`config.mk`:
```
export PLATFORM = sky130hd
export DESIGN_NAME = uart_tx_fifo_flat
export DESIGN_NICKNAME = d
export VERILOG_FILES = /design/src/rtl/uart_tx_fifo_if.sv /design/src/rtl/uart_tx_fifo.sv /design/src/flat_wrapper.sv
export SDC_FILE = /design/constraint.sdc
export NUM_CORES = 1
export LEC_CHECK = 0
export BUFFER_PORTS_ARGS = -buffer_cell sky130_fd_sc_hd__clkbuf_2
export CAP_MARGIN = 20
export CORE_MARGIN = 2
export CORE_UTILIZATION = 40
export CTS_CLUSTER_SIZE = 30
export DETAILED_ROUTE_END_ITERATION = 10
export GPL_ROUTABILITY_DRIVEN = 0
export GPL_TIMING_DRIVEN = 0
export PLACE_DENSITY = 0.58
export SYNTH_ARGS = -nofsm -noshare
export SYNTH_HDL_FRONTEND = slang
export SYNTH_SLANG_ARGS = --single-unit
export TNS_END_PERCENT = 30
```
`constraint.sdc`:
```
create_clock -name clk -period 2.7 [get_ports clk]
set_input_delay 0.54 -clock clk [delete_from_list [all_inputs] [get_ports clk]]
set_output_delay 0.54 -clock clk [all_outputs]
set_load 0.02 [all_outputs]
```
`src/rtl/uart_tx_fifo_if.sv`:
```
// CPU-side write port and serial/status outputs of the UART transmitter.
interface uart_tx_fifo_if;
  logic       wr_en;
  logic [7:0] wr_data;
  logic       full;
  logic       tx_empty;
  logic       tx_idle;
  logic       tx_done_tick;
  logic [7:0] tx_fifo_out;
  logic       tx;

  modport master (
    output wr_en, wr_data,
    input  full, tx_empty, tx_idle, tx_done_tick, tx_fifo_out, tx
  );

  modport slave (
    input  wr_en, wr_data,
    output full, tx_empty, tx_idle, tx_done_tick, tx_fifo_out, tx
  );
endinterface

```
`src/rtl/uart_tx_fifo.sv`:
```
// UART transmitter: byte FIFO feeding an 8N1 LSB-first serializer.
// Define UART_TX_PARITY_EN to insert an even-parity bit before the stop bit.
module uart_tx_fifo #(
  parameter int unsigned CLKS_PER_BIT = 64,
  parameter int unsigned FIFO_AW      = 2
) (
  input logic           clk,
  input logic           reset,
  uart_tx_fifo_if.slave bus
);
  localparam int unsigned DEPTH = 1 << FIFO_AW;
  localparam int unsigned CW    = (CLKS_PER_BIT > 1) ? $clog2(CLKS_PER_BIT) : 1;
  localparam logic [FIFO_AW:0] FULL_CNT  = (FIFO_AW + 1)'(DEPTH);
  localparam logic [CW-1:0]    BAUD_LAST = CW'(CLKS_PER_BIT - 1);

  typedef enum logic [2:0] {
    S_IDLE,
    S_START,
    S_DATA,
`ifdef UART_TX_PARITY_EN
    S_PARITY,
`endif
    S_STOP
  } state_t;

  logic [7:0]         mem [DEPTH];
  logic [FIFO_AW-1:0] wr_ptr;
  logic [FIFO_AW-1:0] rd_ptr;
  logic [FIFO_AW:0]   count;
  logic [FIFO_AW:0]   count_nxt;
  logic [CW-1:0]      baud;
  logic [2:0]         bit_idx;
  logic [7:0]         shift;
  state_t             state;

  logic       tx_q;
  logic       full_q;
  logic       empty_q;
  logic       idle_q;
  logic       done_q;
  logic [7:0] out_q;

  logic push_c;
  logic pop_c;
  logic baud_end_c;
  logic line_c;

  // Full is judged on the registered count, so a write colliding with a pop on a full FIFO is dropped.
  always_comb begin
    push_c     = bus.wr_en && (count != FULL_CNT);
    pop_c      = (state == S_IDLE) && (count != '0);
    baud_end_c = (baud == BAUD_LAST);
    count_nxt  = count + (FIFO_AW + 1)'(push_c) - (FIFO_AW + 1)'(pop_c);
    line_c     = 1'b1;
    case (state)
      S_START:    line_c = 1'b0;
      S_DATA:     line_c = shift[0];
`ifdef UART_TX_PARITY_EN
      S_PARITY:   line_c = ^out_q;
`endif
      default:    line_c = 1'b1;
    endcase
  end

  always_ff @(posedge clk) begin
    if (push_c) mem[wr_ptr] <= bus.wr_data;
  end

  // tx and tx_idle trail the state by one clock, giving the IDLE visit as one high bit-gap clock.
  always_ff @(posedge clk or posedge reset) begin
    if (reset) begin
      wr_ptr  <= '0;
      rd_ptr  <= '0;
      count   <= '0;
      baud    <= '0;
      bit_idx <= '0;
      shift   <= '0;
      state   <= S_IDLE;
      tx_q    <= 1'b1;
      full_q  <= 1'b0;
      empty_q <= 1'b1;
      idle_q  <= 1'b1;
      done_q  <= 1'b0;
      out_q   <= '0;
    end else begin
      done_q  <= 1'b0;
      tx_q    <= line_c;
      count   <= count_nxt;
      full_q  <= (count_nxt == FULL_CNT);
      empty_q <= (count_nxt == '0);
      idle_q  <= (state == S_IDLE) && !pop_c && (count_nxt == '0);
      if (push_c) wr_ptr <= wr_ptr + FIFO_AW'(1);
      if (pop_c)  rd_ptr <= rd_ptr + FIFO_AW'(1);

      case (state)
        S_IDLE: begin
          baud    <= '0;
          bit_idx <= '0;
          if (pop_c) begin
            shift <= mem[rd_ptr];
            out_q <= mem[rd_ptr];
            state <= S_START;
          end
        end
        S_START: begin
          if (baud_end_c) begin
            baud    <= '0;
            bit_idx <= '0;
            state   <= S_DATA;
          end else begin
            baud <= baud + CW'(1);
          end
        end
        S_DATA: begin
          if (baud_end_c) begin
            baud  <= '0;
            shift <= shift >> 1;
            if (bit_idx == 3'd7) begin
`ifdef UART_TX_PARITY_EN
              state <= S_PARITY;
`else
              state <= S_STOP;
`endif
            end else begin
              bit_idx <= bit_idx + 3'd1;
            end
          end else begin
            baud <= baud + CW'(1);
          end
        end
`ifdef UART_TX_PARITY_EN
        S_PARITY: begin
          if (baud_end_c) begin
            baud  <= '0;
            state <= S_STOP;
          end else begin
            baud <= baud + CW'(1);
          end
        end
`endif
        S_STOP: begin
          if (baud_end_c) begin
            baud   <= '0;
            done_q <= 1'b1;
            state  <= S_IDLE;
          end else begin
            baud <= baud + CW'(1);
          end
        end
        default: state <= S_IDLE;
      endcase
    end
  end

  assign bus.tx           = tx_q;
  assign bus.full         = full_q;
  assign bus.tx_empty     = empty_q;
  assign bus.tx_idle      = idle_q;
  assign bus.tx_done_tick = done_q;
  assign bus.tx_fifo_out  = out_q;
endmodule

```
`src/flat_wrapper.sv`:
```
// flat-port wrapper written by rule: the top's interface ports become plain ports
module uart_tx_fifo_flat 
#(
  parameter int unsigned CLKS_PER_BIT = 64,
  parameter int unsigned FIFO_AW      = 2
)
  (clk, reset, bus_wr_en, bus_wr_data, bus_full, bus_tx_empty, bus_tx_idle, bus_tx_done_tick, bus_tx_fifo_out, bus_tx);
  uart_tx_fifo_if bus_i ();
  input logic clk;
  input logic reset;
  input wire logic [$bits(bus_i.wr_en)-1:0] bus_wr_en;
  input wire logic [$bits(bus_i.wr_data)-1:0] bus_wr_data;
  output wire logic [$bits(bus_i.full)-1:0] bus_full;
  output wire logic [$bits(bus_i.tx_empty)-1:0] bus_tx_empty;
  output wire logic [$bits(bus_i.tx_idle)-1:0] bus_tx_idle;
  output wire logic [$bits(bus_i.tx_done_tick)-1:0] bus_tx_done_tick;
  output wire logic [$bits(bus_i.tx_fifo_out)-1:0] bus_tx_fifo_out;
  output wire logic [$bits(bus_i.tx)-1:0] bus_tx;
  assign bus_i.wr_en = bus_wr_en;
  assign bus_i.wr_data = bus_wr_data;
  assign bus_full = bus_i.full;
  assign bus_tx_empty = bus_i.tx_empty;
  assign bus_tx_idle = bus_i.tx_idle;
  assign bus_tx_done_tick = bus_i.tx_done_tick;
  assign bus_tx_fifo_out = bus_i.tx_fifo_out;
  assign bus_tx = bus_i.tx;
  uart_tx_fifo #(.CLKS_PER_BIT(CLKS_PER_BIT), .FIFO_AW(FIFO_AW)) u_core (.clk(clk), .reset(reset), .bus(bus_i));
endmodule
```
# Word level (Yosys, flattened, before mapping)
# Memory sizes are Yosys's and may differ from the RTL's.
# Index checks and enable logic that the tools add are counted.
# totals
mem_bits_rw	32
output_inout_bits	13
n_memories	1
word_cells	68
register_bits	40
input_bits	11
# mem_list
memory	depth	word_bits	rd	rd_ports_with_merged_regs	wr	line	source
u_core.mem	4	8	1	0	1	uart_tx_fifo.sv:26	logic [7:0] mem [DEPTH];
# op_classes
muxes	19
n_reduce_logical	16
n_addsub	6
eq_ne	13
# op_table
cell	n
$mux 3	7
$mux 8	2
$pmux 8 s2	1
$pmux 3 s4	1
$pmux 6 s2	1
$ne 2x1->1 const B	5
$pmux 3 s3	1
$add 6x1->6 const B	1
$eq 3x2->1 const B	2
$eq 3x3->1 const B	2
$eq 6x6->1 const B	1
$logic_not 3->1	2
$mux 6	1
$reduce_bool 3->1	2
$reduce_and 5->1	1
$add 2x1->2 const B	2
$logic_and 1x1->1	4
$mux 1	4
$reduce_and 4->1	1
$reduce_bool 2->1	2
$add 3x1->3	1
$add 3x1->3 const B	1
$eq 3x1->1 const B	1
$ne 3x3->1 const B	1
other kinds (7)	7

# Longest topological paths before layout
# Gate-level depths: netlist (run 1).
# depth
depth_word	6
depth_mapped	13
ltp_nobuf	12

# Worst setup path before layout (run 1)
# OpenSTA, ideal clock, no wires.
# synth_path
kind	reg-to-reg
startpoint	register u_core.state[0]
endpoint	register u_core.full_q (netlist: u_core.bus.full)
arrival_ns	2.422
setup_ns	0.073
n_path_buf	1
synth_period_minus_slack_ns	2.495
stages_incl_launch_ff	14
slack_ns	0.205
t_required_ns	2.627
cell_sequence	dfrtp_1 > inv_1 > ha_1 > nand2b_1 > buf_2 > inv_2 > ha_1 > inv_1 > ha_1 > inv_1 > fa_1 > xnor2_1 > xnor2_1 > nor2b_1
# synth_between
elab_chain_len	4
# synth_lines
item	line	source
start: declaration	uart_tx_fifo.sv:34	state_t state;
start signal: assignment	uart_tx_fifo.sv:78	state <= S_IDLE;
start signal: assignment	uart_tx_fifo.sv:102	state <= S_START;
start signal: assignment	uart_tx_fifo.sv:109	state <= S_DATA;
$logic_not 3->1	uart_tx_fifo.sv:51	pop_c = (state == S_IDLE) && (count != '0);
$logic_and 1x1->1	uart_tx_fifo.sv:51	
via u_core.pop_c	uart_tx_fifo.sv:44	logic pop_c;
$sub 3x1->3	uart_tx_fifo.sv:53	count_nxt = count + (FIFO_AW + 1)'(push_c) - (FIFO_AW + 1)'(pop_c);
via u_core.count_nxt[2]	uart_tx_fifo.sv:30	logic [FIFO_AW:0] count_nxt;
$eq 3x3->1	uart_tx_fifo.sv:89	full_q <= (count_nxt == FULL_CNT);
end signal: assignment	uart_tx_fifo.sv:89	
end: declaration	uart_tx_fifo.sv:37	logic full_q;
# The timed path passes the listed nets, and every way through them passes these cells.
# A chain may end at the register's enable or synchronous reset.

# Worst setup path after layout (run 1)
# layout_path
startpoint	register u_core.count[0]
endpoint	register u_core.full_q (netlist: u_core.bus.full)
# layout_between
word_cells_on_any_way	7
classes_between	2 x add/sub; 2 x eq/ne; 3 x reduce/logical
# layout_lines
item	line	source
start: declaration	uart_tx_fifo.sv:29	logic [FIFO_AW:0] count;
start signal: assignment	uart_tx_fifo.sv:88	count <= count_nxt;
$reduce_bool 3->1	uart_tx_fifo.sv:51	
$logic_and 1x1->1	uart_tx_fifo.sv:51	
via u_core.pop_c	uart_tx_fifo.sv:44	
$sub 3x1->3	uart_tx_fifo.sv:53	
via u_core.count_nxt[2]	uart_tx_fifo.sv:30	
$eq 3x3->1	uart_tx_fifo.sv:89	
# The timed path passes the listed nets, and every way through them passes these cells.

==> results.md, run 1 <==
- Status: complete, no violations
- Final hold vios: 0
- PwrDens: 1230 nW/um^2
- Core Region: 7650 um^2
- Insertion delay to the later sink of the worst-skew pair: 0.34 ns
- # port buffers: 23
- Peak VDD IR: 470 uV
- Antenna-violating nets left: 0
- Syn nets: 241
- Netlist cell types: 36
- Crit Path Class: reg2reg
- Routed WL per cell: 14.6 um
- Synth Area in XOR/XNOR: 1.68%
- Slew headroom: 46.1%
- Max cap viols: 0
- Via count: 1739
- Actual slew at the worst max-slew pin: 0.808 ns
- Overall global routing resource usage: 13.5%
- Synth Cell Area: 3120 um^2
- Initial antenna violation count: 0
- Avg Inst Size Synth: 14.6 um^2
- I/O pin count: 24
- Minimum setup slack in the final design: 0.174 ns
- Slew Limit Fails: 0
- DRT Pass-1 Iters: 4
- Cell family with most CP delay: adder cells
- Buffer depth of the longest clock path: 2
- Critical-path cell list: nor3_4 -> nand2b_4 -> buf_6 -> inv_4 -> ha_1 -> inv_1 -> ha_1 -> inv_1 -> fa_2 -> xnor2_2 -> xnor2_2 -> nor2b_2
- CTS tree: built
- Sum of buffers and inverters on the critical path: 4
- CP Launch Type: flop
- CTS root buf: clkbuf_8
- Die width: 92.3 um
- Reg2Reg Depth: 12
- Synth Area in Adders: 6.66%
- Worst path slowest cell: dfrtp_1
- Worst r2r dst: u_core.bus.full
- CP required: 2.97 ns
- Crit path DAT: 2.80 ns
- Drc violations: 0
- Crit end category: flop
- Total power: 4.52 mW
- Clock sink count: 71
- Synth Instances: 214
- Sequential area share after synthesis: 62.2%
- Flops & latches, synth: 71
- Async set-or-reset flop fraction in the synthesized netlist: 54.9%
- Mux cell area share after synthesis: 13.4%
- Share of layout cells above drive strength 1: 37.2%
- Pleak: 1.52 nW
- Most common flop cell mapped by yosys: dfrtp_1
- Synth Area in Simple Gates: 7.98%
- Vias in the first global route: 1801
- Die height: 92.3 um
- F_max: 0.396 GHz
- Crit path launch: u_core.count[0]
- Starting Density: 40.8%
- First-pass GRT wire length: 8.75 mm
- R2r startpoint: u_core.count[0]
- Largest family of logic cells by synthesized area: multiplexers
- Placement Setup Slack: -0.108 ns
- Post-DP HPWL: 3.51 mm
- Tcrit/Tclk final: 93.6%
- Period minus WS final: 2.53 ns
- Post-synthesis compound-gate area fraction: 5.05%
- Largest net degree at the start of global routing: 40
- Clk pin slew, worst setup/hold paths: 0.08 ns
- DR iter-0 viols: 51
- Synth warn: 0
- Setup slack, reg-to-reg: 0.17 ns
- Number of synthesized flops with an enable pin: 32
- Congestion Overflow GR: 0
- Vias/cell: 4.83
- Antenna diode instance count: 0
- H-tree depth: 3
- Die area: 8520 um^2
- Row count: 32
- Fill count: 679
- Max incr delay on CP: 0.43 ns
- Worst Path Max Fanout: 10
- Hold_ws: 0.344 ns
- Final net count: 280
- Total wire length: 5.25 mm
- Setup-failing EPs final: 0
- Hold WC Path Type: in2async
- Num CTS Buffers: 9
- Syn-to-layout area delta: 17.7%
- Clock Skews: 0.0112 ns
[cell type report]
cell class / count / area, um^2 / share of cell area, %
tap: 102 / 128 / 3.48
inverter: 13 / 51.3 / 1.40
clock buffer: 9 / 124 / 3.37
buffer: 6 / 52.6 / 1.43
timing repair buffer: 28 / 153 / 4.16
clock inverter: 7 / 80.1 / 2.18
sequential: 71 / 1940 / 52.9
multi-input combinational: 124 / 1140 / 31.1
[layer usage]
layer | wire (um) | track usage, %
met1 | 2450 | 17.0
met2 | 2600 | 22.4
met3 | 128 | 3.25
met4 | 72 | 5.97
met5 | 0 | 0
[logic make-up (layout without fill, tap and decap cells)]
group / Yosys count / count (layout)
DFF: 71 / 71
muxes: 29 / 29
and+or+nand+nor: 53 / 53
xor gates and xnor gates: 6 / 6
AOI/OAI and AO/OA: 20 / 20
adders and majority gates: 16 / 16
buffers and inverters: 19 / 63
[state kept, by name (all words and copies together) (netlist names)]
| signal | count |
|---|---|
| u_core.mem | 32 |
| u_core.bus.tx_fifo_out | 8 |
| u_core.shift | 8 |
| u_core.baud | 6 |
| u_core.bit_idx | 3 |
| u_core.count | 3 |
| u_core.rd_ptr | 2 |
| u_core.state | 2 |
| u_core.wr_ptr | 2 |
| u_core.bus.full | 1 |
| u_core.bus.tx | 1 |
| u_core.bus.tx_done_tick | 1 |
| u_core.bus.tx_empty | 1 |
| u_core.bus.tx_idle | 1 |
[worst max-delay path by stage]
stage,endpoint,slack (ns),cells past startpoint
after CTS,u_core.bus.full,0.02,12
after floorplan,u_core.bus.full,0.20,13
after detailed placement,u_core.bus.full,-0.11,13
final,u_core.bus.full,0.17,12
after global placement,u_core.bus.full,-0.10,13
after global routing,u_core.bus.full,-0.02,12
[synthesized netlist by cell type (3+ instances only)]
cell type,instances,area (um^2)
dfrtp_1,36,901
edfxtp_1,32,961
nand2_1,22,82.6
mux2_2,19,214
ha_1,15,188
inv_1,12,45.0
mux4_2,7,158
nand3_1,7,35.0
o21ai_0,6,30.0
and2_1,5,31.3
nor2_1,5,18.8
nor3_1,5,25.0
xnor2_1,5,43.8
nand2b_1,4,25.0
buf_6,3,33.8
dfstp_2,3,78.8
nor2b_1,3,18.8
[metrics by stage]
step                      TNS, ns  cell area, um^2  util [%]  cells
after floorplan                 0             3120         -    214
after detailed placement   -0.195             3360      44.0    339
after global routing      -0.0197             3670      48.0    360
final                           0             3670      48.0    360
after CTS                       0             3590      47.0    356
after global placement     -0.179             3360      44.0    339
[what timing repair did]
action	CTS	global route
endpoints found under the setup margin	4	4
resized for setup	5	11
hold buffers	0	0
pin swaps	1	2
setup buffers	1	4
[cell usage in the layout, fill, tap and decap left out, drive strengths merged]
cell type | netlist | final
dfrtp | 36 | 36
clkbuf | 2 | 34
edfxtp | 32 | 32
nand2 | 22 | 22
mux2 | 19 | 19
ha | 15 | 15
inv | 13 | 15
buf | 4 | 9
mux4 | 8 | 8
nand3 | 7 | 7
o21ai | 6 | 6
nor2 | 5 | 5
and2 | 5 | 5
nor3 | 5 | 5
xnor2 | 5 | 5
nand2b | 4 | 4
dfstp | 3 | 3
nor2b | 3 | 3
o31ai | 2 | 2
a21bo | 2 | 2
mux2i | 2 | 2
a31o | 2 | 2
a31oi | 2 | 2
clkinvlp | 0 | 2
clkinv | 0 | 2
o22ai | 1 | 1
a2111oi | 1 | 1
a21boi | 1 | 1
and3 | 1 | 1
or2 | 1 | 1
a21oi | 1 | 1
xor2 | 1 | 1
o21bai | 1 | 1
a41oi | 1 | 1
fa | 1 | 1
bufinv | 0 | 1
[power breakdown]
group          internal [mW]  leakage, nW  switching, mW
registers               1.51        0.767          0.180
clock network          0.436       0.0964          0.427
logic                  0.961        0.659           1.01
total                   2.91         1.52           1.61
[worst register-to-register path, cell delays in order, from the launching register on]
cell      delay (ns)
dfrtp_1         0.43
nor3_4          0.23
nand2b_4        0.15
buf_6           0.13
inv_4           0.07
ha_1            0.29
inv_1           0.05
ha_1            0.13
inv_1           0.06
fa_2            0.37
xnor2_2         0.15
xnor2_2         0.22
nor2b_2         0.18
(Power assumes the default switching activity.)
==> run 2, diff against run 1 <==
SETUP_SLACK_MARGIN = 0.2   (was unset)
==> results.md, run 2 (synthesis results as in run 1) <==
- Status: complete, no violations
- Largest net degree at the start of global routing: 40 (unchanged)
- Setup-failing EPs final: 0 (unchanged)
- Insertion delay to the later sink of the worst-skew pair: 0.34 ns (about the same)
- CP required: 2.98 ns (about the same)
- Placed insts: 339 (unchanged)
- Crit path DAT: 2.66 ns (-0.14 ns)
- Metal2 WL: 2.66 mm (+2.6%)
- Die width: 92.3 um (unchanged)
- CTS tree: built
- H-tree depth: 3 (unchanged)
- Starting Density: 40.8% (unchanged)
- Final net count: 292 (+4.3%)
- Syn-to-layout area delta: 20.4%
- Period minus WS final: 2.39 ns (-0.138 ns)
- Drc violations: 0 (unchanged)
- Num CTS Buffers: 9 (unchanged)
- Biggest register: u_core.mem
- Max Used Layer: met4
- Cell family with most CP delay: adder cells
- Clock sink count: 71 (unchanged)
- Reg2Reg Depth: 12 (unchanged)
- R2r startpoint: u_core.count[0]
- First-pass GRT wire length: 9.06 mm (+3.5%)
- DR iter-0 viols: 58 (+14%)
- Overall global routing resource usage: 14.0% (+0.46 points)
- Congestion Overflow GR: 0 (unchanged)
- DR WL met3: 125 um (-2.3%)
- Row count: 32 (unchanged)
- Pleak: 1.58 nW (+4.1%)
- Worst path slowest cell: dfrtp_1
- Slew Limit Fails: 0 (unchanged)
- Max incr delay on CP: 0.39 ns (-0.04 ns)
- Peak VDD IR: 470 uV (about the same)
- RSZ-0062 raised after global routing: true
- CTS root buf: clkbuf_8
- Die height: 92.3 um (unchanged)
- Setup_tns: 0 ns (unchanged)
- Routed metal-1 wire length: 2.47 mm (+0.81%)
- # port buffers: 23 (unchanged)
- Core Region: 7650 um^2 (unchanged)
- Via count: 1782 (+2.5%)
- Crit path launch: u_core.count[0]
- CP Launch Type: flop
- Antenna diode instance count: 0 (unchanged)
- Slew headroom: 45.8% (-0.29 points)
- Tcrit/Tclk final: 88.5% (-5.1 points)
- Fin cells: 372 (+3.3%)
- Actual slew at the worst max-slew pin: 0.812 ns (+0.00441 ns)
- Buffer depth of the longest clock path: 2 (unchanged)
- I/O pin count: 24 (unchanged)
- Post-DP HPWL: 3.51 mm (unchanged)
- Vias/cell: 4.79 (-0.83%)
- Routed WL per cell: 14.3 um (-1.7%)
- Vias in the first global route: 1866 (+3.6%)
- Final hold vios: 0 (unchanged)
- Critical-path cell list: nor3_2 -> nand2b_4 -> buf_8 -> inv_6 -> ha_1 -> inv_1 -> ha_1 -> inv_1 -> fa_2 -> xnor2_2 -> xnor2_2 -> nor2b_2
- Max cap viols: 0 (unchanged)
- Antenna-violating nets left: 0 (unchanged)
- Total wire length: 5.34 mm (+1.6%)
- Clk pin slew, worst setup/hold paths: 0.08 ns (about the same)
- DRT Pass-1 Iters: 3 (-1)
- Hold WC Path Type: in2async
- Crit end category: flop
- F_max: 0.419 GHz (+5.8%)
- Worst Path Max Fanout: 10 (unchanged)
- Sum of buffers and inverters on the critical path: 4 (unchanged)
- Hold_ws: 0.342 ns (-0.00141 ns)
- Crit Path Class: reg2reg
- Share of layout cells above drive strength 1: 39.6% (+2.4 points)
- WP depth: 12 (unchanged)
- Minimum setup slack in the final design: 0.312 ns (+0.138 ns)
- Commonest non-fill, non-tap cell in the layout: dfrtp_1
- Clock Skews: 0.0115 ns (+0.000358 ns)
- PwrDens: 1230 nW/um^2 (about the same)
- Placement Setup Slack: -0.108 ns (unchanged)
- Die area: 8520 um^2 (unchanged)
- Commonest cells after routing, fill and taps aside: dfrtp_1 (36), edfxtp_1 (32), clkbuf_2 (23), nand2_1 (21), mux2_2 (19)
- Max reg flops: 32 (unchanged)
- Initial antenna violation count: 0 (unchanged)
## run 2: cell types whose count changed in the layout (fill, tap and decap cells not counted), sizes merged
cell / change
buf: +12
## run 2: routing by layer
| metal | vias up | GRT usage, % |
|---|---|---|
| met5 | - | 0 |
| met4 | 0 | 5.97 |
| met3 | 8 | 3.25 |
| met2 | 18 | 23.4 |
| met1 | 892 | 17.5 |
| li1 | 864 | - |
## run 2: repair_timing
action | 4_1_cts | 5_1_grt
pin swaps | 2 | 2
setup endpoints to repair | 4 | 9
resized for setup | 12 | 4
setup buffers | 16 | 1
hold buffers | 0 | 0
## run 2: where the power goes
| group | internal, mW | switching [mW] |
|---|---|---|
| logic | 1.06 | 1.04 |
| registers | 1.51 | 0.153 |
| clock network | 0.436 | 0.428 |
## run 2: worst paths after layout
kind	endpoint	slack, ns
max	u_core.bus.full	0.31
min	u_core.baud[2]	0.34
max reg2reg	u_core.bus.full	0.31
min reg2reg	u_core.bus.tx_fifo_out[5]	0.48
max in group asynchronous	u_core.bit_idx[0]	1.84
min in group clk	u_core.mem[1][1]	0.41
## run 2: final cells by class
type / count / area, um^2
flip-flops and latches: 71 / 1940
inverters: 13 / 53.8
plain buffers: 6 / 56.3
clock buffers: 9 / 124
multi-input cells: 124 / 1130
clock inverters: 7 / 80.1
well taps: 102 / 128
fillers: 669 / 3890
repair buffers: 40 / 243
## run 2: through the flow
step | area [um^2] | utilization [%] | total power [mW]
6_report | 3760 | 49.1 | 4.62
5_1_grt | 3760 | 49.1 | 4.97
4_1_cts | 3730 | 48.8 | 4.60
3_5_place_dp | 3360 | 44.0 | 3.46
3_3_place_gp | 3360 | 44.0 | 3.42
2_1_floorplan | 3120 | - | 3.04
==> run 3, diff against run 2 <==
ABC_AREA = 1   (was unset)
==> results.md, run 3 <==
- Post-synth top area cell: edfxtp_1
- Final hold vios: 0 (unchanged)
- Peak VDD IR: 510 uV (+8.3%)
- Actual slew at the worst max-slew pin: 0.823 ns (+0.0110 ns)
- Buffer depth of the longest clock path: 2 (unchanged)
- Initial antenna violation count: 0 (unchanged)
- Syn-to-layout area delta: 17.9%
- Sw Share: 29.3% (-5.8 points)
- Slew headroom: 44.9% (-0.86 points)
- I/O pin count: 24 (unchanged)
- Final net count: 395 (+35%)
- Clock power frac: 31.2% (+13 points)
- Via count: 2229 (+25%)
- Clk pin slew, worst setup/hold paths: 0.08 ns (about the same)
- Avg Inst Size Synth: 10.1 um^2 (-31%)
- Synth Cell Area: 3260 um^2 (+4.4%)
- Worst Path Max Fanout: 4 (-6)
- Footprint of the multi-input gates: 1190 um^2 (+5.1%)
- Crit Path Class: reg2reg
- Die height: 94.3 um (+2.1%)
- Hold WC Path Type: in2async
- Max reg flops: 32 (unchanged)
- Antenna-violating nets left: 0 (unchanged)
- Vias/cell: 4.69 (-2.0%)
- Total power: 2.79 mW (-40%)
- # port buffers: 23 (unchanged)
- Post-synth top cells: nand2_1 (105), dfrtp_1 (36), edfxtp_1 (32)
- Hold_ws: 0.330 ns (-0.0118 ns)
- Synth Instances: 322 (+50%)
- Max cap viols: 0 (unchanged)
- Commonest non-fill, non-tap cell in the layout: nand2_1
- F_max: 0.423 GHz (+1.1%)
- Share of layout cells above drive strength 1: 25.2% (-14 points)
- Flops & latches, synth: 71 (unchanged)
- Biggest register: u_core.mem
- Most common flop cell mapped by yosys: dfrtp_1
- Synth warn: 0 (unchanged)
- CP required: 2.98 ns (about the same)
- RSZ-0062 raised after global routing: false
- CP Launch Type: flop
- Tcrit/Tclk final: 87.5% (-0.99 points)
- Pleak: 1.76 nW (+11%)
- First-pass GRT wire length: 10.5 mm (+16%)
- Period minus WS final: 2.36 ns (-0.0267 ns)
- Combinational Power Share: 20.6% (-25 points)
- Status: complete, no violations
- CTS root buf: clkbuf_8
- Largest net degree at the start of global routing: 40 (unchanged)
- Insertion delay to the later sink of the worst-skew pair: 0.35 ns (about the same)
- CTS tree: built
- Count leader, synth: nand2_1
- Die area: 8880 um^2 (+4.2%)
- Total wire length: 6.16 mm (+15%)
- DRT Pass-1 Iters: 5 (+2)
- Setup-failing EPs final: 0 (unchanged)
- Post-DP HPWL: 4.16 mm (+19%)
- Share of power burned in registers: 48.2% (+12 points)
- Starting Density: 41.7% (+0.93 points)
- Fill count: 745 (+11%)
- Pint: 1.98 mW (-34%)
- Crit end category: flop
- # hold bufs at CTS: 0 (unchanged)
- Vias in the first global route: 2185 (+17%)
- Overall global routing resource usage: 15.7% (+1.7 points)
- Num CTS Buffers: 9 (unchanged)
- Row count: 32 (unchanged)
- Syn nets: 349 (+45%)
- Die width: 94.3 um (+2.1%)
- Routed WL per cell: 13.0 um (-9.6%)
- Slew Limit Fails: 0 (unchanged)
- Register area: 1940 um^2 (about the same)
- Antenna diode instance count: 0 (unchanged)
- Netlist cell types: 30 (-17%)
- Core Region: 7810 um^2 (+2.1%)
- Congestion Overflow GR: 0 (unchanged)
- Crit path DAT: 2.64 ns (-0.02 ns)
- PwrDens: 727 nW/um^2 (-41%)
- H-tree depth: 3 (unchanged)
- Commonest cells after routing, fill and taps aside: nand2_1 (105), dfrtp_1 (35), edfxtp_1 (32), nand3_1 (24), clkbuf_2 (23)
- DR iter-0 viols: 122 (+110%)
- Switch Pwr: 0.817 mW (-50%)
- Post-synth top area share: 29.5% (-1.3 points)
- Clock Skews: 0.00901 ns (-0.00252 ns)
- Drc violations: 0 (unchanged)
- Number of synthesized flops with an enable pin: 32 (unchanged)
- Sequential area share after synthesis: 59.6% (-2.6 points)
- Clock sink count: 71 (unchanged)
- Async set-or-reset flop fraction in the synthesized netlist: 54.9% (unchanged)
- Area contributors post-synth: edfxtp_1 (29%), dfrtp_1 (28%), nand2_1 (12%)
## run 3: cell count changes after synthesis, moves of 5 or more
cell	previous run	this run
inv_1	12	27
and2_1	5	0
nor2_1	5	17
nor2_2	0	5
o21ai_1	0	10
mux4_2	7	0
nand3_1	7	25
o21ai_0	6	13
nand2_1	22	105
mux2_2	19	0
## run 3: final timing paths
path | slack (ns) | cells past startpoint | startpoint | to
setup / recovery | 0.34 | 12 | u_core.count[1] | u_core.bus.tx_idle
hold / removal | 0.33 | 2 | reset | u_core.baud[0]
max in group asynchronous | 1.81 | 2 | reset | u_core.count[1]
setup reg to reg | 0.34 | 12 | u_core.count[1] | u_core.bus.tx_idle
min in group clk | 0.40 | 1 | bus_wr_data[2] | u_core.mem[3][2]
hold reg to reg | 0.48 | 2 | u_core.shift[7] | u_core.shift[7]
## run 3: worst max-delay path, stage by stage (launching register included)
cell and delay [ns]:
dfrtp_2 0.44, inv_2 0.08, nand3_2 0.09, nand2_4 0.08, inv_1 0.06, ha_1 0.28, inv_1 0.05, ha_1 0.13
inv_1 0.05, fa_2 0.52, inv_1 0.04, or2_2 0.30, nor3_2 0.15
## run 3: layout make-up
class,instances,area share [%]
Tap cell,102,3.32
Buffer,7,1.43
Timing Repair Buffer,35,5.34
Clock inverter,7,2.08
Sequential cell,71,50.6
Clock buffer,9,3.22
Multi-Input combinational cell,214,31.0
Inverter,30,3.06
## run 3: what timing repair did
| item | CTS | global route |
|---|---|---|
| setup buffers | 3 | 9 |
| resized for setup | 6 | 7 |
| pin swaps | 0 | 3 |
| setup endpoints to repair | 4 | 4 |
## run 3: through the flow
step / worst slack [ns] / instance area [um^2] / setup TNS (ns) / util (%) / cells
3_3_place_gp: 0.00450 / 3500 / 0 / 44.8 / 447
4_1_cts: 0.207 / 3750 / 0 / 48.0 / 466
5_1_grt: 0.177 / 3840 / 0 / 49.2 / 475
3_5_place_dp: -0.0385 / 3500 / -0.0550 / 44.8 / 447
2_1_floorplan: 0.220 / 3260 / 0 / - / 322
6_report: 0.338 / 3840 / 0 / 49.2 / 475
## run 3: cells by family after synthesis
| family | share of synthesized area [%] |
|---|---|
| AOI/OAI and AO/OA | 4.69 |
| buffers and inverters | 5.30 |
| DFF | 59.6 |
| adders and majority gates | 6.37 |
| xor gates and xnor gates | 1.34 |
| and+or+nand+nor | 22.7 |
## run 3: routing by layer
layer | wire (um) | GRT usage, % | up-vias
met3 | 165 | 3.13 | 8
met5 | 0 | 0 | -
met4 | 87 | 6.52 | 0
met2 | 2980 | 25.4 | 33
met1 | 2920 | 20.5 | 1055
li1 | - | - | 1133
## run 3: power groups by stage
| stage | combinational, mW | clock (mW) | sequential [mW] |
|---|---|---|---|
| floorplan | 0.296 | 0 | 1.37 |
| global placement | 0.403 | 0 | 1.37 |
| detailed placement | 0.414 | 0 | 1.37 |
| CTS | 0.450 | 0.885 | 1.35 |
| global route | 0.655 | 0.937 | 1.36 |
| finish | 0.576 | 0.871 | 1.35 |
